## src/rtl/rock_sequencer.sv

```systemverilog
// Baby-rocker sequencer: climbs rocking frequency while the baby cries, then
// walks F and A down to zero, reinitialises the F/A register block and idles.
module rock_sequencer #(
  parameter int unsigned STEP_CYCLES = 1000,
  parameter int unsigned QUIET_TICKS = 8,
  parameter int unsigned F_MAX       = 7
) (
  input  logic       clk,
  input  logic       reset,
  input  logic       huil,
  input  logic [2:0] F,
  input  logic [2:0] A,
  input  logic       F0,
  input  logic       AF0,
  output logic       Fhoog,
  output logic       Flaag,
  output logic       Alaag,
  output logic       fag_rst,
  output logic       motor_en,
  output logic [2:0] state
);

  typedef enum logic [2:0] {
    S_IDLE = 3'd0,
    S_ROCK = 3'd1,
    S_CALM = 3'd2,
    S_FADE = 3'd3,
    S_DONE = 3'd4
  } state_t;

  localparam int unsigned    CW         = (STEP_CYCLES > 1) ? $clog2(STEP_CYCLES) : 1;
  localparam logic [CW-1:0]  TICK_LAST  = CW'(STEP_CYCLES - 1);
  localparam logic [7:0]     QUIET_LIM  = 8'(QUIET_TICKS);

  state_t        state_q, state_d;
  logic [CW-1:0] tick_cnt;
  logic          tick;
  logic [7:0]    quiet_q, quiet_inc;
  logic          fhoog_d, flaag_d, alaag_d, fag_rst_d;
  logic          state_change, rock_entry;

  assign tick         = (tick_cnt == TICK_LAST);
  assign quiet_inc    = (quiet_q == 8'hFF) ? quiet_q : quiet_q + 8'd1;
  assign state_change = (state_d != state_q);
  assign rock_entry   = (state_d == S_ROCK) && (state_q != S_ROCK);
  assign state        = state_q;

  // State register together with the registered strobes.
  always_ff @(posedge clk or negedge reset) begin
    if (!reset) begin
      // NOTE: sequential state always uses non-blocking assignments so every
      // flop samples the pre-edge values regardless of process ordering.
      state_q <= S_IDLE;
      Fhoog   <= 1'b0;
      Flaag   <= 1'b0;
      Alaag   <= 1'b0;
      fag_rst <= 1'b0;
    end else begin
      state_q <= state_d;
      Fhoog   <= fhoog_d;
      Flaag   <= flaag_d;
      Alaag   <= alaag_d;
      fag_rst <= fag_rst_d;
    end
  end

  // Next-state logic; only IDLE and DONE move without waiting for a tick.
  always_comb begin
    // NOTE: default first so no path through the case leaves state_d unassigned,
    // which would otherwise infer a latch.
    state_d = state_q;
    case (state_q)
      S_IDLE: if (huil) state_d = S_ROCK;
      S_ROCK: if (tick && !huil && (quiet_inc == QUIET_LIM)) state_d = S_CALM;
      S_CALM: if (tick) begin
        if (huil)    state_d = S_ROCK;
        else if (F0) state_d = S_FADE;
      end
      S_FADE: if (tick) begin
        if (huil)     state_d = S_ROCK;
        else if (AF0) state_d = S_DONE;
      end
      S_DONE:  state_d = S_IDLE;
      default: state_d = S_IDLE;
    endcase
  end

  // Strobe decode. The explicit F/A value guards keep the register block from
  // wrapping even if F_MAX or the flag inputs disagree with F and A.
  always_comb begin
    fhoog_d   = 1'b0;
    flaag_d   = 1'b0;
    alaag_d   = 1'b0;
    fag_rst_d = (state_d == S_DONE);
    motor_en  = (state_q == S_ROCK) || (state_q == S_CALM) || (state_q == S_FADE);
    if (tick) begin
      case (state_q)
        S_ROCK:  fhoog_d = huil && (32'(F) < F_MAX) && (F != 3'd7);
        S_CALM:  flaag_d = !huil && !F0 && (F != 3'd0);
        S_FADE:  alaag_d = !huil && !AF0 && (A != 3'd0);
        default: ;
      endcase
    end
  end

  // Decision tick: restarts on every state change so each state gets a full period.
  always_ff @(posedge clk or negedge reset) begin
    if (!reset)                    tick_cnt <= '0;
    else if (tick || state_change) tick_cnt <= '0;
    else                           tick_cnt <= tick_cnt + CW'(1);
  end

  always_ff @(posedge clk or negedge reset) begin
    if (!reset)                              quiet_q <= 8'd0;
    else if (rock_entry)                     quiet_q <= 8'd0;
    else if (tick && huil)                   quiet_q <= 8'd0;
    else if (tick && (state_q == S_ROCK))    quiet_q <= quiet_inc;
  end

endmodule

```

## config.mk

```make
export PLATFORM = sky130hd
export DESIGN_NAME = rock_sequencer
export DESIGN_NICKNAME = d
export VERILOG_FILES = /design/src/rtl/rock_sequencer.sv
export SDC_FILE = /design/constraint.sdc
export NUM_CORES = 1
export LEC_CHECK = 0
export BUFFER_PORTS_ARGS = -buffer_cell sky130_fd_sc_hd__buf_2
export CORE_AREA = 5 5 53 74
export DETAILED_ROUTE_END_ITERATION = 6
export DIE_AREA = 0 0 58 79
export SLEW_MARGIN = 20
export SYNTH_ARGS = -nofsm -noshare
export SYNTH_HDL_FRONTEND = slang
export SYNTH_SLANG_ARGS = --single-unit
```

## constraint.sdc

```tcl
create_clock -name clk -period 2.2 [get_ports clk]
set_input_delay 0.33 -clock clk [delete_from_list [all_inputs] [get_ports clk]]
set_output_delay 0.33 -clock clk [all_outputs]
set_load 0.01 [all_outputs]
```

==> metrics.yaml <==
power_and_ir_drop:
  pwr_density_cell_nw_per_um2: 514
  power_frac_clock_pct: 34.2
  internal_power_uw: 615
  power.share.combinational_pct: 6.4
  power.leakage_nw: 0.729
  peakVddDrop_mv: 0.366
  p_sw_uw: 193
  sw_frac_of_total_pct: 23.9
  p_total_uw: 808
  seqPwrFrac_pct: 59.4
critical_path:
  r2r_end: "state[1]"
  crit_path_start: "quiet_q[0]"
  worst_setup_path_end_kind: "register"
  cp.arrival_ns: 2.24
  reg2reg_from: "quiet_q[0]"
  crit_path_end: "state[1]"
  critPathKind: "reg -> reg"
  critPathRequiredTime_ns: 2.42
  reg2reg_depth: 5
  cp_max_fo: 7
  start_kind: "register"
  r2r_slack_ns: 0.18
clock_tree:
  clk-insertion-delay-late_ns: 0.27
  cts_tree: "built"
  cts_buffer_depth: 2
  cts_sinks: 25
  cts_buffers: 3
  cts_setup_buffers: 0
  clockRootBuffer: "clkbuf_8"
  cts-htree-levels: 1
  clkTransAtPathRegs_ns: 0.09
route:
  dr_total_vias: 1101
  drt_iter0_markers: 16
  final_antenna_net_count: 0
  drc_errors: 0
  avgRoutedWirePerCell_um: 14.2
  wl_um: 2830
  avgViaCountPerCell: 5.53
  drt-pass1-iter-count: 4
floorplanning:
  coreArea_um2: 3250
  die_width_um: 58
  die_h_um: 79
  io_pins: 19
  initial_core_util_pct: 42.5
  rows: 25
  dieArea_um2: 4580
sta:
  final.setup.tns_ns: 0
  skew_ns: 0.00406
  max_freq_mhz: 495
  finalCritPeriodShare_pct: 91.8
  post-route-min-period_ns: 2.02
  max-slew-margin-rel_pct: 62.6
  finalSetupViolCount: 0
  finalMaxSlewViolations: 0
  tightest_slew_ns: 0.561
  hold_viol: 0
  rsz0062_at_grt: "false"
cells_and_area:
  area_delta_synth_final_pct: 13.8
  layout_commonest_cell: "dfrtp_1"
  num-nets-final: 173
  most-common-layout-cells: "dfrtp_1, nor2_1, buf_2, nand2_1"
  layout-drive-gt1-share_pct: 21.4
  n_antenna_cell: 0
grt:
  antenna_found_initial: 0
  gr-total-overflow: 0
  first_global_vias: 1166
  grt_max_degree: 26
  globalRouteTotalUtil_pct: 13.9
  grt_first_pass_wirelength_um: 4970
yosys:
  synthesis.area_um2: 1380
  avgSynthCellArea_um2: 10.0
  ys_seq_elements: 25
  syn_inst: 138
  yosys_warnings: 0
  ys_types: 44
  ys_seq_area_share_pct: 45.3
  synth_nets: 151
worst_hold_path:
  holdCritPathClass: "in -> async"
job:
  maxCapViolCount: 0
placed_design:
  portBuffers: 18
  globalplace.congestion: 0.802
  hpwl_um: 2100
status:
  status: "complete, no violations"
worst min-delay path by stage:
| stage | from | to | slack [ns] | depth (start not counted) |
|---|---|---|---|---|
| floorplan | reset | Alaag | 0.03 | 0 |
| global placement | reset | Alaag | 0.35 | 1 |
| detailed placement | reset | Alaag | 0.36 | 1 |
| CTS | reset | Alaag | 0.06 | 1 |
| global route | reset | Alaag | 0.08 | 1 |
| finish | reset | Alaag | 0.04 | 1 |
flip-flops by register name, summed over array words and instances, names as in the netlist:
name and count:
Fhoog 1, fag_rst 1, tick_cnt 10, state 3, Alaag 1, Flaag 1, quiet_q 8
Yosys cell counts:
master	instances	area [um2]
nand4b_2	1	15.0
a2111oi_1	1	10.0
a2bb2oi_1	1	8.76
nand4b_1	1	8.76
or3_4	1	11.3
or3b_1	1	8.76
mux2i_1	1	10.0
nor4b_2	1	15.0
buf_2	1	5.00
inv_1	1	3.75
o21ai_0	2	10.0
dfrtp_1	25	626
clkbuf_1	2	7.51
xnor2_1	6	52.6
and3_1	8	50.1
o211ai_1	1	7.51
nand3_1	8	40.0
a311oi_1	1	8.76
and2_1	2	12.5
a2111oi_4	1	27.5
nor3b_2	1	12.5
nor2_1	21	78.8
nand2b_1	1	6.26
buf_6	1	11.3
o32ai_1	1	8.76
nor3_1	3	15.0
a31oi_1	1	6.26
a21oi_1	7	35.0
or2_2	1	6.26
nor3b_1	1	7.51
a21boi_1	1	7.51
nor4_4	1	21.3
or4b_1	1	10.0
nand4_1	4	25.0
nand4_2	1	12.5
nor2b_1	2	12.5
a211oi_1	1	7.51
nand2_1	9	33.8
or3_1	2	12.5
ha_1	2	25.0
o311a_1	1	10.0
or4_1	1	7.51
a31o_1	1	8.76
xor2_1	7	61.3
routing by layer:
| layer | up-vias | global-route usage, % | part of all wire [%] |
|---|---|---|---|
| li1 | 537 | - | - |
| met1 | 540 | 15.5 | 42 |
| met2 | 19 | 25.1 | 53 |
| met3 | 5 | 1.95 | 2.9 |
| met4 | 0 | 6.73 | 2.0 |
| met5 | - | 0 | 0 |
power groups by stage:
| stage | Combinational, mW | Sequential [mW] | Clock [mW] |
|---|---|---|---|
| after CTS | 0.0530 | 0.480 | 0.287 |
| after global routing | 0.0596 | 0.481 | 0.305 |
| after floorplan | 0.0303 | 0.483 | 0 |
| final | 0.0517 | 0.480 | 0.277 |
| after global placement | 0.0510 | 0.488 | 0 |
| after detailed placement | 0.0526 | 0.489 | 0 |
through the flow:
stage / area [um2] / hold WS [ns] / cells / setup slack, ns / util (%)
after floorplan: 1380 / 0.0344 / 138 / 0.303 / -
after global placement: 1520 / 0.349 / 195 / 0.233 / 46.7
after detailed placement: 1520 / 0.361 / 195 / 0.189 / 46.7
after CTS: 1570 / 0.0594 / 199 / 0.171 / 48.2
after global routing: 1570 / 0.0780 / 199 / 0.0350 / 48.3
final: 1570 / 0.0365 / 199 / 0.181 / 48.3
timing repair:
item	in CTS	in global routing
resized for setup	0	1
endpoints found under the setup margin	0	1
hold buffers	0	0
final cells by class:
cell class / count / area (um2)
Fill cell: 326 / 1680
Multi-Input combinational cell: 108 / 733
Sequential cell: 25 / 626
Timing Repair Buffer: 21 / 113
Tap cell: 40 / 50.0
Clock buffer: 3 / 41.3
Clock inverter: 1 / 5.00
Inverter: 1 / 3.75
worst max-delay path, cell delays in order, from the launching register on:
cell	delay, ns
dfrtp_1	0.43
ha_1	0.30
xor2_1	0.16
or4b_1	0.52
a2111oi_4	0.37
a31o_1	0.19
kinds of logic after synthesis:
kind of cell	Yosys count	share of synthesized area, %
and+or+nand+nor	72	30.6
adders and majority gates	2	1.81
AOI/OAI and AO/OA	20	11.3
DFF	25	45.3
muxes	1	0.725
buffers and inverters	5	1.99
xor gates and xnor gates	13	8.24
Note: power is estimated with default switching activity, not from simulation.
